[src/rtl/value_ram_arb.sv]
// value_ram_arb: zero-fill sequencer, write pass-through and RR read arbiter for the FIX value RAM.
// Optional same-cycle write-to-read bypass: define VALUE_RAM_ARB_BYPASS_EN.
module value_ram_arb #(
  parameter int ADDR_WIDTH = 6,
  parameter int DATA_WIDTH = 8,
  parameter int NUM_RD     = 4
) (
  input  logic                         clk,
  input  logic                         reset,
  input  logic                         clr_req,
  output logic                         init_done,
  input  logic                         wr_req,
  input  logic [ADDR_WIDTH-1:0]        wr_addr,
  input  logic [DATA_WIDTH-1:0]        wr_data,
  output logic                         wr_gnt,
  input  logic [NUM_RD-1:0]            rd_req,
  input  logic [NUM_RD*ADDR_WIDTH-1:0] rd_addr,
  output logic [NUM_RD-1:0]            rd_gnt,
  output logic [NUM_RD-1:0]            rd_valid,
  output logic [DATA_WIDTH-1:0]        rd_data,
  output logic [ADDR_WIDTH-1:0]        ram_addr_0,
  output logic [DATA_WIDTH-1:0]        ram_wdata_0,
  output logic                         ram_cs_0,
  output logic                         ram_we_0,
  output logic                         ram_oe_0,
  output logic [ADDR_WIDTH-1:0]        ram_addr_1,
  output logic                         ram_cs_1,
  output logic                         ram_we_1,
  output logic                         ram_oe_1,
  input  logic [DATA_WIDTH-1:0]        ram_rdata_1
);

  localparam int PW = (NUM_RD > 1) ? $clog2(NUM_RD) : 1;

  typedef enum logic {S_INIT, S_RUN} state_t;

  state_t                r_state;
  state_t                w_next;
  logic [ADDR_WIDTH-1:0] r_cnt;
  logic [ADDR_WIDTH-1:0] r_addr1;
  logic [PW-1:0]         r_ptr;
  logic [PW-1:0]         r_id1;
  logic [PW-1:0]         r_id2;
  logic                  r_v1;
  logic                  r_v2;
  logic [DATA_WIDTH-1:0] r_data2;
  logic                  w_run;
  logic                  w_any;
  logic [PW-1:0]         w_idx;
  logic [ADDR_WIDTH-1:0] w_gaddr;
  logic [DATA_WIDTH-1:0] w_rdsel;

  // State register
  always_ff @(posedge clk) begin
    if (reset) r_state <= S_INIT;
    else       r_state <= w_next;
  end

  // Next state: sweep ends on the all-ones address; clear restarts it
  always_comb begin
    w_next = r_state;
    unique case (r_state)
      S_INIT: if (&r_cnt) w_next = S_RUN;
      S_RUN:  if (clr_req) w_next = S_INIT;
      default: w_next = S_INIT;
    endcase
  end

  // Port-0 outputs: zero-fill sweep in INIT, writer pass-through in RUN
  always_comb begin
    w_run       = (r_state == S_RUN);
    init_done   = w_run;
    wr_gnt      = w_run & wr_req;
    ram_oe_0    = 1'b0;
    ram_cs_0    = 1'b1;
    ram_we_0    = 1'b1;
    ram_addr_0  = r_cnt;
    ram_wdata_0 = '0;
    if (w_run) begin
      ram_cs_0    = wr_req;
      ram_we_0    = wr_req;
      ram_addr_0  = wr_addr;
      ram_wdata_0 = wr_req ? wr_data : '0;
    end
  end

  // Sweep counter; parked at zero while running so each sweep starts at 0
  always_ff @(posedge clk) begin
    if (reset || r_state == S_RUN) r_cnt <= '0;
    else                           r_cnt <= r_cnt + 1'b1;
  end

  // Round-robin search starting at the pointer
  always_comb begin
    int            j;
    logic [PW-1:0] jj;
    w_any = 1'b0;
    w_idx = '0;
    j     = 0;
    jj    = '0;
    for (int k = 0; k < NUM_RD; k++) begin
      j = int'(r_ptr) + k;
      if (j >= NUM_RD) j = j - NUM_RD;
      jj = PW'(j);
      if (w_run && !w_any && rd_req[jj]) begin
        w_any = 1'b1;
        w_idx = jj;
      end
    end
  end

  // Port-1 drive: enables held through T+1 so the tristated data is live when sampled
  always_comb begin
    w_gaddr    = rd_addr[int'(w_idx)*ADDR_WIDTH +: ADDR_WIDTH];
    rd_gnt     = w_any ? (NUM_RD'(1) << w_idx) : '0;
    rd_valid   = r_v2 ? (NUM_RD'(1) << r_id2) : '0;
    rd_data    = r_v2 ? r_data2 : '0;
    ram_addr_1 = w_any ? w_gaddr : r_addr1;
    ram_cs_1   = w_any | r_v1;
    ram_oe_1   = w_any | r_v1;
    ram_we_1   = 1'b0;
  end

`ifdef VALUE_RAM_ARB_BYPASS_EN
  logic                  r_byp1;
  logic [DATA_WIDTH-1:0] r_bypd1;

  // Capture a same-address write alongside the read grant
  always_ff @(posedge clk) begin
    if (reset) begin
      r_byp1  <= 1'b0;
      r_bypd1 <= '0;
    end else begin
      r_byp1  <= w_any & wr_gnt & (wr_addr == w_gaddr);
      r_bypd1 <= wr_data;
    end
  end

  // Bypass word wins over the RAM's old data
  always_comb w_rdsel = r_byp1 ? r_bypd1 : ram_rdata_1;
`else
  // RAM data straight through
  always_comb w_rdsel = ram_rdata_1;
`endif

  // Read pipeline and RR pointer
  always_ff @(posedge clk) begin
    if (reset) begin
      r_ptr   <= '0;
      r_addr1 <= '0;
      r_v1    <= 1'b0;
      r_id1   <= '0;
      r_v2    <= 1'b0;
      r_id2   <= '0;
      r_data2 <= '0;
    end else begin
      r_v1  <= w_any;
      r_v2  <= r_v1;
      r_id2 <= r_id1;
      if (w_any) begin
        r_ptr   <= (w_idx == PW'(NUM_RD - 1)) ? '0 : w_idx + PW'(1);
        r_addr1 <= w_gaddr;
        r_id1   <= w_idx;
      end
      if (r_v1) r_data2 <= w_rdsel;
    end
  end

endmodule

[config.mk]
export PLATFORM = sky130hd
export DESIGN_NAME = value_ram_arb
export DESIGN_NICKNAME = d
export VERILOG_FILES = /design/src/rtl/value_ram_arb.sv
export SDC_FILE = /design/constraint.sdc
export NUM_CORES = 1
export LEC_CHECK = 0
export ABC_AREA = 1
export BUFFER_PORTS_ARGS = -buffer_cell sky130_fd_sc_hd__buf_2
export CORE_UTILIZATION = 42
export DETAILED_ROUTE_END_ITERATION = 10
export HOLD_SLACK_MARGIN = 0.15
export PLACE_DENSITY = 0.76
export SLEW_MARGIN = 5
export SYNTH_ARGS = -nofsm -noshare
export SYNTH_HDL_FRONTEND = slang
export SYNTH_SLANG_ARGS = --single-unit
[constraint.sdc]
create_clock -name clk -period 1.8 [get_ports clk]
set_clock_uncertainty 0.1 [all_clocks]
set_input_delay 0.09 -clock clk [delete_from_list [all_inputs] [get_ports clk]]
set_output_delay 0.09 -clock clk [all_outputs]
set_load 0.02 [all_outputs]
==> results.json <==
{
  "ant_nets": 0,
  "cts-root-buf": "clkbuf_8",
  "syn_area_um2": 2078,
  "ys_seq_elements": 29,
  "place_congestion": 0.8458,
  "drc": 0,
  "clock_power_share": 0.490,
  "antenna_found_initial": 0,
  "yosys_warnings": 0,
  "dpl_cell_area_um2": 2849,
  "power_density_nw_per_um2": 468.6,
  "cts_tree": "done",
  "portBuffers": 95,
  "crit_arrival_ns": 2.11,
  "worst_slack_ns": -0.4980,
  "numCtsBuffers": 5,
  "synth_edf_count": 0,
  "grt_pass1_vias": 2274,
  "dp.cells": 504,
  "initial_core_util": 0.4371,
  "stdcell_count": 536,
  "start_kind": "register",
  "drive_above_1_share": 0.5053,
  "grt_first_pass_wirelength_um": 9618,
  "antenna_cells": 0,
  "min_path_type": "primary input to register",
  "die_w_um": 72.35,
  "pin_count": 98,
  "finalSetupViolCount": 20,
  "wire_per_inst_um": 11.14,
  "cp_cell_sequence": "buf_12 > inv_12 > nand2_4 > nand3_4 > nand2_4 > nand2_4 > nor2_4 > nor2_4 > nand3_2 > nand2_4 > clkinv_8 > nand3_2 > nand2_1 > nor2_2 > inv_2 > buf_6",
  "ys_seq_area_frac": 0.2793,
  "drt_first_pass_iters": 4,
  "combPwrFrac": 0.112,
  "htree_num_levels": 2,
  "vdd_drop_max_mv": 0.4940,
  "wirelength_um": 5970,
  "critical_path_class": "register to primary output",
  "cts_sinks": 29,
  "clkSlewWorstSetupHoldPaths_ns": 0.06,
  "path_depth": 16,
  "timing.hold.ws_ns": 0.1798,
  "max_freq_mhz": 435.2,
  "cts_max_path_buffers": 2,
  "clock_latency_ns": 0.27,
  "slew_violations": 0,
  "fin_nets": 527,
  "routed_via_density": 4.593,
  "p_seq_frac": 0.397,
  "drt_iter0_drc": 95,
  "cp_max_fo": 9,
  "total_power_mw": 1.633,
  "dieArea_um2": 5234,
  "crit_path_end_kind": "primary output",
  "die_y_um": 72.35,
  "p_switching_mw": 0.3484,
  "violations": "setup timing",
  "rsz0062_at_grt": "yes",
  "grt_remaining_overflow": 0,
  "postLayoutCellArea_um2": 3486,
  "grt_start_max_net_pins": 16,
  "route.vias.total": 2462,
  "syn_area_per_cell_um2": 6.260,
  "synth_cells": 332,
  "dp_hpwl_um": 3994,
  "synthToLayoutAreaGrowth_pct": 67.73,
  "rows": 25,
  "p_leak_nw": 1.868,
  "crit_slowest_cell": "dfxtp_2",
  "hold_viol": 0,
  "drv_cap": 0,
  "cpPeakStageDelay_ns": 0.33,
  "crit_buf_inv": 5,
  "switching_share": 0.2133,
  "synth_cell_types": 33,
  "grt_use_total": 0.2288,
  "cp_top_family": "simple AND/OR/NAND/NOR gates",
  "ys_async_sr_fraction": 0,
  "rr_worst_depth": 19,
  "tns_ns": -6.709,
  "status": "finished, violations left",
  "regToRegSetupSlack_ns": -0.42,
  "holdPathStages": 7,
  "finalCritPeriodShare": 1.277,
  "p_int_mw": 1.285,
  "core_area_um2": 4755,
  "finalCriticalPeriod_ns": 2.298,
  "critPathRequiredTime_ns": 1.61,
  "ys.flop_type": "dfxtp_1",
  "crit_top_cell": "nand2_4"
}
per-layer routing:
| metal | GRT usage | share of wire | vias up |
|---|---|---|---|
| met5 | 0 | 0 | - |
| met4 | 0.06754 | 0.012 | 0 |
| met3 | 0.03056 | 0.031 | 10 |
| met2 | 0.4299 | 0.54 | 64 |
| met1 | 0.2677 | 0.42 | 1112 |
| li1 | - | - | 1276 |
worst register-to-register path: cells and delay by family (launching register included):
kind                   cells  cell delay (ns)
and+or+nand+nor           14             1.14
buffers and inverters      5             0.60
DFF                        1             0.33
power by group through the flow:
stage / Combinational [mW] / Clock (mW) / Sequential, mW
detailed placement: 0.153 / 0 / 0.665
finish: 0.183 / 0.801 / 0.649
CTS: 0.175 / 0.809 / 0.651
floorplan: 0.0809 / 0 / 0.664
global route: 0.202 / 0.835 / 0.649
global placement: 0.150 / 0 / 0.665
repair_timing:
item                                    in CTS  in global routing
endpoints found under the setup margin      22                 26
setup buffers                                8                  5
endpoints found under the hold margin       21                  0
hold buffers                                11                  0
gates cloned                                 0                  0
pin swaps                                    6                 15
resized for setup                           40                 43
flip-flops by register name (all words and copies together) (netlist names):
name and count:
init_done 1, r_addr1 6, r_cnt 6, r_data2 8, r_id1 2, r_id2 2, r_ptr 2, r_v1 1
r_v2 1
final cells by class:
cell class | instances | area [µm²]
Clock buffer | 5 | 68.82
Fill cell | 374 | 1269
Sequential cell | 29 | 586.8
Multi-Input combinational cell | 224 | 1450
Inverter | 69 | 296.5
Tap cell | 67 | 83.83
Timing Repair Buffer | 139 | 934.6
Clock inverter | 3 | 65.06
synthesized netlist by cell type (2+ instances only):
master,n,area [µm²]
nand2_4,6,67.56
nand2_2,16,100.1
buf_2,2,10.01
nor2_1,49,183.9
nor3_1,6,30.03
a21oi_1,6,30.03
or2_2,4,25.02
nand2_1,69,259.0
buf_4,4,30.03
clkbuf_1,3,11.26
dfxtp_1,29,580.6
o21ai_0,18,90.09
ha_1,5,62.56
inv_1,64,240.2
o21a_1,2,15.01
nand3_1,28,140.1
nor2_4,2,22.52
clkinv_2,2,10.01
nand3_2,3,30.03
cell usage in the layout (no fill, tap or decap), types with 2 or more instances in the layout:
cell type      netlist  layout
inv_1               64      53
nor2_1              49      39
nor2_4               2       7
inv_4                0       3
nand3_2              3      13
nand2_4              6      16
clkbuf_8             0       5
a21oi_2              0       3
dfxtp_2              0       2
buf_2                2      85
bufinv_16            0       2
buf_6                1      17
nor3_1               6       6
nand3_4              1       4
buf_4                4      25
nand3_1             28      15
dfxtp_1             29      26
nand2_1             69      52
o21ai_1              0       2
conb_1               1       2
nor2_2               1       6
dlygate4sd3_1        0      11
nand4_4              1       2
ha_1                 5       2
o21a_1               2       2
inv_2                1       9
ha_4                 0       2
nand2_2             16      22
a21oi_1              6       3
or2_2                4       4
o21ai_0             18      15
cell families (layout without fill, tap and decap cells):
group,after synthesis,count (layout),share of synthesized area
AND/OR/NAND/NOR,188,188,0.4437
buffers and inverters,80,216,0.1692
AO/OA/AOI/OAI,29,29,0.07586
flip-flops,29,29,0.2794
adder cells (fa/ha/maj),5,5,0.03010
other,1,2,0.001804
final timing paths:
check	end	from
setup / recovery	ram_addr_1[1]	r_ptr[0]
hold / removal	r_addr1[4]	rd_addr[22]
setup reg to reg	r_addr1[0]	r_ptr[0]
hold reg to reg	r_id2[0]	r_id1[0]
metrics by stage:
stage	worst slack, ns	util
after floorplan	-0.05635	-
after global placement	-0.2099	0.5992
after detailed placement	-0.2516	0.5992
after CTS	-0.4781	0.6924
after global routing	-0.5954	0.7332
final	-0.4980	0.7332
Power figures use the tool's default switching activity.
